<file path="config.mk">
export PLATFORM = sky130hd
export DESIGN_NAME = nested_fsm_ctrl
export DESIGN_NICKNAME = d
export VERILOG_FILES = /design/src/rtl/nested_fsm_pkg.sv /design/src/rtl/nested_fsm_ctrl_idle_timer.sv /design/src/rtl/nested_fsm_ctrl.sv
export SDC_FILE = /design/constraint.sdc
export NUM_CORES = 1
export LEC_CHECK = 0
export ABC_CLOCK_PERIOD_IN_PS = 2100
export CAP_MARGIN = 10
export CORE_MARGIN = 5
export CORE_UTILIZATION = 25
export DETAILED_ROUTE_END_ITERATION = 8
export HOLD_SLACK_MARGIN = 0.02
export PLACE_DENSITY = 0.48
export SYNTH_ARGS = -nofsm -noshare
export SYNTH_HDL_FRONTEND = slang
export SYNTH_SLANG_ARGS = --single-unit
</file>
<file path="constraint.sdc">
create_clock -name clk -period 2.1 [get_ports clk]
set_input_delay 0.42 -clock clk [delete_from_list [all_inputs] [get_ports clk]]
set_output_delay 0.42 -clock clk [all_outputs]
set_load 0.005 [all_outputs]
</file>
<file path="src/rtl/nested_fsm_pkg.sv">
// Shared definitions for nested_fsm_ctrl: state encoding, command codes,
// out codes and small state helpers.
package nested_fsm_pkg;

    typedef enum logic [2:0] {
        ST_BLUE     = 3'd0,
        ST_RED      = 3'd1,
        ST_HSV_IDLE = 3'd2,
        ST_HSV_HUE  = 3'd3,
        ST_HSV_SAT  = 3'd4
    } state_t;

    localparam logic [1:0] CMD_GO_RED    = 2'd0;
    localparam logic [1:0] CMD_TOGGLE    = 2'd1;
    localparam logic [1:0] CMD_ENTER_HSV = 2'd2;
    localparam logic [1:0] CMD_STEP      = 2'd3;

    localparam logic [1:0] OUT_BLUE     = 2'd1;
    localparam logic [1:0] OUT_RED      = 2'd2;
    localparam logic [1:0] OUT_HSV_IDLE = 2'd2;
    localparam logic [1:0] OUT_HSV_HUE  = 2'd3;
    localparam logic [1:0] OUT_HSV_SAT  = 2'd0;

    function automatic logic is_hsv(input state_t s);
        return (s == ST_HSV_IDLE) || (s == ST_HSV_HUE) || (s == ST_HSV_SAT);
    endfunction

    // IDLE -> HUE -> SAT -> IDLE; anything unexpected lands back on IDLE.
    function automatic state_t hsv_advance(input state_t s);
        state_t n;
        case (s)
            ST_HSV_IDLE: n = ST_HSV_HUE;
            ST_HSV_HUE:  n = ST_HSV_SAT;
            default:     n = ST_HSV_IDLE;
        endcase
        return n;
    endfunction

endpackage

</file>
<file path="src/rtl/nested_fsm_ctrl_idle_timer.sv">
// fsm_idle_timer: idle-cycle counter used by nested_fsm_ctrl when the
// forced-return feature (NESTED_FSM_TIMEOUT_EN) is compiled in.
// expired is high while the count sits at TIMEOUT-1; the count saturates
// there, so it can never wrap even if the owner ignores expired.
module fsm_idle_timer #(
    parameter int TIMEOUT = 15
) (
    input  logic clk,
    input  logic rst,
    input  logic clear,
    input  logic enable,
    output logic expired
);

    localparam int CW = $clog2(TIMEOUT);
    localparam logic [CW-1:0] LAST = CW'(TIMEOUT - 1);

    logic [CW-1:0] count;

    // Count idle cycles; clear wins over enable, and the count stops at LAST.
    always_ff @(posedge clk or posedge rst) begin
        if (rst) begin
            count <= '0;
        end else if (clear) begin
            count <= '0;
        end else if (enable && !expired) begin
            count <= count + CW'(1);
        end
    end

    assign expired = (count == LAST);

endmodule

</file>
<file path="src/rtl/nested_fsm_ctrl.sv">
// nested_fsm_ctrl: colour-mode controller with a nested HSV sub-sequence.
// Optional forced return to RED after TIMEOUT idle cycles outside RED is
// compiled in with the macro NESTED_FSM_TIMEOUT_EN.
//
// state       | meaning
// ------------+----------------------------------------------
// ST_BLUE     | blue mode, only TOGGLE leaves
// ST_RED      | home state after reset or forced return
// ST_HSV_IDLE | HSV sub-sequence, first step
// ST_HSV_HUE  | HSV sub-sequence, hue step
// ST_HSV_SAT  | HSV sub-sequence, saturation step (wraps to IDLE)
module nested_fsm_ctrl
    import nested_fsm_pkg::*;
#(
    parameter int WIDTH   = 2,
    parameter int TIMEOUT = 15
) (
    input  logic             clk,
    input  logic             rst,
    input  logic             in_valid,
    input  logic [WIDTH-1:0] in,
    output logic [WIDTH-1:0] out,
    output logic             in_hsv,
    output logic             changed,
    output logic             timeout
);

    state_t     state;
    state_t     state_next;
    logic [1:0] cmd;
    logic [1:0] out_code;
    logic       forced;
    logic       unused_in_bits;

    assign cmd = in[1:0];
    // Upper command bits carry no meaning; fold them so they are consumed.
    assign unused_in_bits = ^in;

`ifdef NESTED_FSM_TIMEOUT_EN
    logic expired;
    logic timer_clear;
    logic timer_enable;

    assign timer_clear  = (state_next != state) || (state == ST_RED);
    assign timer_enable = (state != ST_RED);

    fsm_idle_timer #(
        .TIMEOUT (TIMEOUT)
    ) u_idle_timer (
        .clk     (clk),
        .rst     (rst),
        .clear   (timer_clear),
        .enable  (timer_enable),
        .expired (expired)
    );

    assign forced = expired && (state != ST_RED);
`else
    localparam int unused_timeout = TIMEOUT;

    assign forced = 1'b0;
`endif

    // Next-state selection; a forced return overrides and drops any command.
    always_comb begin
        state_next = state;
        if (forced) begin
            state_next = ST_RED;
        end else if (in_valid) begin
            case (state)
                ST_BLUE: begin
                    if (cmd == CMD_TOGGLE) state_next = ST_RED;
                end
                ST_RED: begin
                    case (cmd)
                        CMD_TOGGLE:    state_next = ST_BLUE;
                        CMD_ENTER_HSV: state_next = ST_HSV_IDLE;
                        default:       state_next = state;
                    endcase
                end
                ST_HSV_IDLE, ST_HSV_HUE, ST_HSV_SAT: begin
                    case (cmd)
                        CMD_STEP:   state_next = hsv_advance(state);
                        CMD_GO_RED: state_next = ST_RED;
                        default:    state_next = state;
                    endcase
                end
                default: state_next = ST_RED;
            endcase
        end
    end

    // State register plus registered change and forced-return pulses.
    always_ff @(posedge clk or posedge rst) begin
        if (rst) begin
            state   <= ST_RED;
            changed <= 1'b0;
            timeout <= 1'b0;
        end else begin
            state   <= state_next;
            changed <= (state_next != state);
            timeout <= forced;
        end
    end

    // Output decode of the current state, zero-extended to WIDTH.
    always_comb begin
        out_code = OUT_RED;
        case (state)
            ST_BLUE:     out_code = OUT_BLUE;
            ST_RED:      out_code = OUT_RED;
            ST_HSV_IDLE: out_code = OUT_HSV_IDLE;
            ST_HSV_HUE:  out_code = OUT_HSV_HUE;
            ST_HSV_SAT:  out_code = OUT_HSV_SAT;
            default:     out_code = OUT_RED;
        endcase
        out      = '0;
        out[1:0] = out_code;
        in_hsv   = is_hsv(state);
    end

endmodule

</file>
-- After elaboration in Yosys (flattened, before gate mapping)
Index checks and enable logic that the tools add are counted.
- bits in registers: 4
- bits in latches: 0
- memory bits (writable): 0
- memory bits (read-only): 0
- input bits: 5
- output and inout bits: 5
- logic and storage cells: 22
- memories kept: 0
- add/sub/neg operators: 0
- $mul: 0
- div/mod/pow operators: 0
- $lt $le $gt $ge: 0
- equality and inequality tests: 8
- shift-type cells: 0
- mux-type cells: 7
- bitwise gates (word level): 0
- reduce and logical (&&, ||, !) cells: 5
- operator list (cell ; count):
    one-hot mux 3 bit (2 select lines) ; 3
    one-hot mux 3 bit (3 select lines) ; 1
    == test 3 x 2 -> 1 bit, second input constant ; 2
    two-way mux 3 bit ; 2
    one-hot mux 2 bit (3 select lines) ; 1
    == test 2 bit, second input constant ; 2
    == test 3 x 1 -> 1 bit, second input constant ; 1
    == test 3 bit, second input constant ; 1
    zero test 3 bit ; 1
    != test 3 bit ; 1
    OR reduction 3 bit ; 1
    == test 2 x 1 -> 1 bit, second input constant ; 1
    zero test 2 bit ; 1
    logical OR 1 bit ; 2

-- Depth between registers and ports, before layout
Gate-level depths: netlist of run 1.
- depth after elaboration: 6
- gate-level depth with buffers: 8
- mapped depth without buffers: 7

-- Worst setup path after synthesis of run 1
No wires, ideal clock.
- path kind: input-to-reg
- from: input in[0]
- to: register changed
- library setup time: 0.126 ns
- data arrival time: 1.761 ns
- data required time: 1.974 ns
- setup slack: 0.213 ns
- stages on the path: 8
- buffers on the path: 1
- cells stage by stage: inv_1 > ha_1 > buf_2 > a21o_1 > nand2_1 > o2111ai_1 > o221a_1 > a221o_1
- cells in the longest elaborated chain, start to end: 5
- elaborated cells on any way between the ends: 10
- those cells by class: 4 x eq/ne; 5 x mux; 1 x reduce/logical
- RTL lines (item ; line ; source):
    start, declared ; nested_fsm_ctrl.sv:21 ; input logic [WIDTH-1:0] in,
    == test 2 bit, or another cell as far along ; nested_fsm_ctrl.sv:82 ; case (cmd)
    one-hot mux 3 bit (2 select lines), or another cell as far along ; nested_fsm_ctrl.sv:82 ;
    one-hot mux 3 bit (3 select lines) * ; nested_fsm_ctrl.sv:70 ; case (state)
    two-way mux 3 bit * ; nested_fsm_ctrl.sv:69 ; end else if (in_valid) begin
    != test 3 bit * ; nested_fsm_ctrl.sv:101 ; changed <= (state_next != state);
    end signal, assigned ; nested_fsm_ctrl.sv:101 ;
    end, declared ; nested_fsm_ctrl.sv:24 ; output logic changed,
Mark *: on every way between the ends. The rest lies on a longest branch, timed or not.

-- Final worst setup path of run 1
Same ends and word-level chain as after synthesis.

==> results of run 1 <==
-- sequential cells by signal (all words and copies together), names as in the netlist --
| signal | count |
|---|---|
| changed | 1 |
| state | 3 |
-- placed cells by master, fill, tap and decap left out, types with 3 or more instances in the layout --
cell / count
clkdlybuf4s50_1: 8
nand3_1: 3
clkbuf_4: 3
o21ai_0: 3
nand2_1: 4
nor2b_1: 3
nor2_1: 6
buf_4: 11
dfrtp_1: 3
ha_1: 3
inv_1: 5
a21oi_1: 6
-- stage by stage --
step	cells	cell area [sq um]	power, mW	util	TNS (ns)
after floorplan	56	416.7	0.2226	-	0
after global placement	85	564.3	0.3113	0.3661	-0.2057
after detailed placement	85	564.3	0.3097	0.3661	-0.2273
after CTS	89	590.6	0.4230	0.3831	0
after global routing	89	608.1	0.4618	0.3945	0
final	89	608.1	0.4211	0.3945	0
-- layer usage --
layer,up-vias,part of all wire,track usage
li1,225,-,-
met1,195,0.51,0.1074
met2,11,0.40,0.1012
met3,2,0.080,0.06105
met4,0,0.010,0.03830
met5,-,0,0
-- report_power, final --
group	internal, mW	switching [mW]	total [mW]
Clock	0.0715	0.0340	0.105
Combinational	0.114	0.0866	0.201
Sequential	0.0965	0.0181	0.115
Total	0.282	0.139	0.421
-- final cells by class --
| cell class | count | area, sq um | area share |
|---|---|---|---|
| inverters | 5 | 18.77 | 0.03086 |
| multi-input cells | 41 | 279.0 | 0.4588 |
| clock buffers | 4 | 26.28 | 0.04321 |
| flip-flops and latches | 4 | 101.3 | 0.1667 |
| well taps | 16 | 20.02 | 0.03292 |
| repair buffers | 19 | 162.7 | 0.2675 |
-- how the worst min path moves through the flow --
stage	startpoint	end	slack [ns]	cells past startpoint
after detailed placement	rst	changed	0.61	2
after global routing	rst	state[1]	0.39	2
final	rst	state[1]	0.36	2
after global placement	rst	changed	0.62	2
after CTS	rst	state[1]	0.36	2
after floorplan	rst	changed	0.19	1
-- cells by family (layout without fill, tap and decap cells) --
kind of cell / after synthesis / count (layout) / synth area share
mux: 1 / 1 / 0.02703
buf+inv: 11 / 28 / 0.1291
simple gates: 17 / 17 / 0.1862
flops: 4 / 4 / 0.2432
other cells: 1 / 1 / 0.009000
fa+ha+maj: 4 / 4 / 0.1201
compound gates: 18 / 18 / 0.2853
-- worst register-to-register path, delay by kind of cell (launching register included) --
family / cells / cell delay [ns]
AO/OA/AOI/OAI: 3 / 0.61
buffers and inverters: 1 / 0.17
flip-flops: 1 / 0.57
AND/OR/NAND/NOR: 2 / 0.26
-- cells in the mapped netlist --
cell type / count / area [sq um]
a21o_1: 1 / 7.510
nor2_2: 1 / 6.260
dfstp_2: 1 / 26.28
dfrtp_1: 3 / 75.07
o2111ai_1: 1 / 8.760
o221a_1: 1 / 11.26
nor2_1: 6 / 22.52
ha_1: 4 / 50.05
mux2_2: 1 / 11.26
a31oi_1: 1 / 6.260
nand3_1: 3 / 15.01
o211ai_1: 1 / 7.510
conb_1: 1 / 3.750
o22ai_1: 1 / 6.260
inv_1: 5 / 18.77
buf_2: 4 / 20.02
o21ai_0: 3 / 15.01
a221o_1: 1 / 10.01
a21oi_1: 6 / 30.03
buf_4: 2 / 15.01
a21oi_2: 1 / 8.760
nand2_1: 4 / 15.01
a21boi_0: 1 / 7.510
nor2b_1: 3 / 18.77
-- what timing repair did --
action                                  4_1_cts  5_1_grt
gates resized for setup                       0        2
endpoints found under the setup margin        0        2
endpoints found under the hold margin         0        0
==> impl_metrics.env, run 1 <==
export IMPL_rsz0062_at_grt="no"
export IMPL_drt_iter0_markers=6
export IMPL_critical_path_top_delay_family="compound AO/OA/AOI/OAI gates"
export IMPL_syn_nets=65
export IMPL_grt_pass1_vias=382
export IMPL_maxSlewViolCount=0
export IMPL_ctsRootBufferMaster="clkbuf_4"
export IMPL_cp_depth=8
export IMPL_antenna_cells=0
export IMPL_syn_avg_cell_area_sq_um=7.440
export IMPL_synth_distinct_cells=24
export IMPL_ant_nets=0
export IMPL_startpoint="in[0]"
export IMPL_max_freq_mhz=497.3
export IMPL_rows=14
export IMPL_path_clk_slew_ns=0.04
export IMPL_peakVddDrop_uv=221.7
export IMPL_arrival_ns=2.13
export IMPL_drive_gt1_frac=0.2603
export IMPL_clk_latency_ns=0.24
export IMPL_drc_errors=0
export IMPL_status="finished clean"
export IMPL_cp_endpoint="changed"
export IMPL_required_ns=2.21
export IMPL_wl_um=958
export IMPL_numCtsBuffers=3
export IMPL_overflow=0
export IMPL_hold_violations=0
export IMPL_initial_core_util=0.2703
export IMPL_core_sq_um=1541
export IMPL_reg2reg_to="changed"
export IMPL_synth_warnings=0
export IMPL_cap_viol_max_count=0
export IMPL_holdWs_ns=0.3649
export IMPL_path_class="input pin to register"
export IMPL_crit_fanout=3
export IMPL_die_area_sq_um=2583
export IMPL_fin_ws_ns=0.08916
export IMPL_ys_ff_latch=4
export IMPL_finClkSkew_ns=0.002290
export IMPL_post_route_period_util=0.9575
export IMPL_cp_slowest_stage_delay_ns=0.47
export IMPL_critPathLaunchType="input pin"
export IMPL_cts_tree="built"
export IMPL_synthCells=56
export IMPL_hp_class="input pin to asynchronous set/reset pin"
export IMPL_grt_first_pass_wirelength_um=1607
export IMPL_antenna_found_initial=0
export IMPL_path_buf_inv=2
export IMPL_worst_r2r_path_depth=6
export IMPL_post_cts_buffers=0
export IMPL_place_congestion=0.7658
export IMPL_track_usage=0.08338
export IMPL_min_period_ns=2.011
export IMPL_cp_cell_sequence="clkdlybuf4s50_1 -> inv_1 -> ha_4 -> a21o_1 -> nand2_1 -> o2111ai_1 -> o221a_1 -> a221o_1"
export IMPL_io_pin_count=10
export IMPL_port_buffers=8
export IMPL_die_x_um=50.83
export IMPL_first_pass_iters=2
export IMPL_nets=83
export IMPL_dp_hpwl_um=735.4
export IMPL_syn_cell_area_sq_um=416.7
export IMPL_vias_per_cell=4.865
export IMPL_dp_slack_ns=-0.2273
export IMPL_die_h_um=50.83
export IMPL_clkSinkCount=4
export IMPL_ys_seq_area_frac=0.2432
export IMPL_fillers=171
export IMPL_cp_slowest_cell="clkdlybuf4s50_1"
export IMPL_grt_max_degree=10
export IMPL_h_tree_depth=1
export IMPL_hold_buffers=0
export IMPL_cp_end_kind="register"
export IMPL_p_leak_nw=0.2728
export IMPL_r2r_start="state[0]"
export IMPL_routedWlPerCell_um=10.76
export IMPL_rrSetupSlack_ns=0.38
export IMPL_setup_violations=0
export IMPL_num_vias=433
export IMPL_power_density_nw_per_um2=692.4
export IMPL_cts_buffer_depth=2
export IMPL_area_growth_pct=45.95
Note: power is estimated with default switching activity, not from simulation.
==> run 2: changes to the inputs <==
--- a/config.mk
+++ b/config.mk
@@ -5,11 +5,11 @@
 export SDC_FILE = /design/constraint.sdc
 export NUM_CORES = 1
 export LEC_CHECK = 0
-export ABC_CLOCK_PERIOD_IN_PS = 2100
 export CAP_MARGIN = 10
 export CORE_MARGIN = 5
 export CORE_UTILIZATION = 25
 export DETAILED_ROUTE_END_ITERATION = 8
+export GPL_ROUTABILITY_DRIVEN = 0
 export HOLD_SLACK_MARGIN = 0.02
 export PLACE_DENSITY = 0.48
 export SYNTH_ARGS = -nofsm -noshare
==> results of run 2 <==
Final layout, timing and power as in run 1 (identical DEF).
==> run 3: changes to the inputs <==
--- a/config.mk
+++ b/config.mk
@@ -5,11 +5,13 @@
 export SDC_FILE = /design/constraint.sdc
 export NUM_CORES = 1
 export LEC_CHECK = 0
+export ABC_CLOCK_PERIOD_IN_PS = 2100
 export CAP_MARGIN = 10
 export CORE_MARGIN = 5
 export CORE_UTILIZATION = 25
 export DETAILED_ROUTE_END_ITERATION = 8
 export GPL_ROUTABILITY_DRIVEN = 0
+export GPL_TIMING_DRIVEN = 0
 export HOLD_SLACK_MARGIN = 0.02
 export PLACE_DENSITY = 0.48
 export SYNTH_ARGS = -nofsm -noshare
==> run 3 against run 2 <==
Effect of this change:
- maximum frequency is 1.1% higher
- combinational power is 3% lower
- sequential power is 7% lower
- sequential share of layout area is 1.7 points higher
- sequential cell count stayed put
- setup slack better by 0.021 ns
==> impl_metrics.env, run 3 (same netlist as run 1, synthesis figures left out) <==
export IMPL_clkSinkCount=4
export IMPL_setup_violations=0
export IMPL_maxSlewViolCount=0
export IMPL_most_common_layout_cells="6 x a21oi_1, 6 x nor2_1, 5 x inv_1"
export IMPL_die_x_um=50.83
export IMPL_track_usage=0.07976
export IMPL_finalPower_mw=0.4059
export IMPL_finClkSkew_ns=0.005128
export IMPL_cp_end_kind="register"
export IMPL_clk_latency_ns=0.24
export IMPL_post_cts_buffers=0
export IMPL_grt_max_degree=11
export IMPL_drt_iter0_markers=5
export IMPL_met3_usage=0.02326
export IMPL_grt_first_pass_wirelength_um=1600
export IMPL_required_ns=2.21
export IMPL_path_clk_slew_ns=0.04
export IMPL_rsz0062_at_grt="no"
export IMPL_drive_gt1_frac=0.2090
export IMPL_numCtsBuffers=3
export IMPL_use_met2=0.1054
export IMPL_path_buf_inv=3
export IMPL_cp_slowest_cell="ha_1"
export IMPL_power_density_nw_per_um2=734.0
export IMPL_die_area_sq_um=2583
export IMPL_fin_ws_ns=0.1106
export IMPL_drc_errors=0
export IMPL_vias_per_cell=4.807
export IMPL_path_class="input pin to register"
export IMPL_crit_fanout=10
export IMPL_largest_reg_flops=3
export IMPL_arrival_ns=2.10
export IMPL_overflow=0
export IMPL_postLayoutCoreUtil=0.3588
export IMPL_io_pin_count=10
export IMPL_hold_violations=0
export IMPL_wl_um=935
export IMPL_antenna_found_initial=0
export IMPL_first_pass_iters=4
export IMPL_dp_hpwl_um=687.8
export IMPL_instances_no_fill=83
export IMPL_routedWlPerCell_um=11.27
export IMPL_stdcell_area_sq_um=553.0
export IMPL_dp_cells=79
export IMPL_cts_buffer_depth=2
export IMPL_post_route_period_util=0.9473
export IMPL_min_period_ns=1.989
export IMPL_status="finished clean"
export IMPL_h_tree_depth=1
export IMPL_port_buffers=7
export IMPL_cp_slowest_stage_delay_ns=0.28
export IMPL_rows=14
export IMPL_ant_nets=0
export IMPL_p_leak_nw=0.2615
export IMPL_largest_register="state"
export IMPL_cp_cell_sequence="dlygate4sd2_1 -> inv_1 -> ha_1 -> buf_4 -> a21o_1 -> nand2_1 -> o2111ai_2 -> o221a_1 -> a221o_1"
export IMPL_num_vias=399
export IMPL_critical_path_top_delay_family="compound AO/OA/AOI/OAI gates"
export IMPL_max_freq_mhz=502.7
export IMPL_cap_viol_max_count=0
export IMPL_grtUsageMet1=0.1107
export IMPL_peakVddDrop_uv=249.6
export IMPL_cts_tree="built"
export IMPL_grt_pass1_vias=376
export IMPL_grt_busiest_layer="met1"
export IMPL_hp_class="input pin to asynchronous set/reset pin"
export IMPL_area_growth_pct=32.73
export IMPL_die_h_um=50.83
export IMPL_antenna_cells=0
export IMPL_core_sq_um=1541
export IMPL_dp_slack_ns=-0.4492
export IMPL_reg_largest_list="state (3), changed (1)"
export IMPL_initial_core_util=0.2703
export IMPL_ctsRootBufferMaster="clkbuf_4"
export IMPL_fillers=177
export IMPL_critPathLaunchType="input pin"
export IMPL_placed_cell_area_sq_um=506.7
export IMPL_nets=77
-- run 3: timing repair --
| action | CTS | global route |
|---|---|---|
| setup endpoints to repair | 2 | 2 |
| gates resized for setup | 6 | 5 |
| hold buffers | 0 | 0 |
| pin swaps | 0 | 0 |
-- run 3: routing by layer --
| layer | part of all wire | wire length, um |
|---|---|---|
| met5 | 0 | 0 |
| met4 | 0 | 0 |
| met3 | 0.056 | 52 |
| met2 | 0.43 | 400 |
| met1 | 0.52 | 482 |
-- run 3: worst register-to-register path, cell delays in order (launching register included) --
cell       delay, ns
dfstp_2         0.53
buf_6           0.14
nor2_1          0.06
a21oi_2         0.15
o2111ai_2       0.13
o221a_1         0.28
a221o_1         0.25
-- run 3: where the power goes --
part	switching [mW]	internal (mW)	total [mW]	leakage, nW
registers	0.0106	0.0963	0.107	0.0481
logic	0.0952	0.0994	0.195	0.198
clock network	0.0329	0.0714	0.104	0.0150
-- run 3: final cells by class --
type / count / area [sq um] / area share
Inverter: 5 / 18.77 / 0.03394
Timing Repair Buffer: 7 / 70.07 / 0.1267
Clock buffer: 4 / 26.28 / 0.04751
Sequential cell: 4 / 101.3 / 0.1833
Multi-Input combinational cell: 41 / 272.8 / 0.4932
Tap cell: 16 / 20.02 / 0.03620
Buffer: 6 / 43.79 / 0.07919
-- run 3: path summary, 6_finish.rpt --
kind / startpoint / endpoint / slack, ns / depth (start not counted)
min: rst / state[1] / 0.36 / 2
min in group clk: in_valid / state[1] / 0.48 / 2
max reg2reg: state[0] / changed / 0.43 / 6
max in group asynchronous: rst / state[0] / 1.51 / 2
min reg2reg: state[0] / state[0] / 0.65 / 3
max: in[1] / changed / 0.11 / 9
-- run 3: metrics by stage --
step	setup TNS (ns)	hold slack (ns)
2_1_floorplan	0	0.1854
3_3_place_gp	-0.5415	0.6118
3_5_place_dp	-0.5764	0.6141
4_1_cts	0	0.3538
5_1_grt	0	0.3699
6_report	0	0.3595
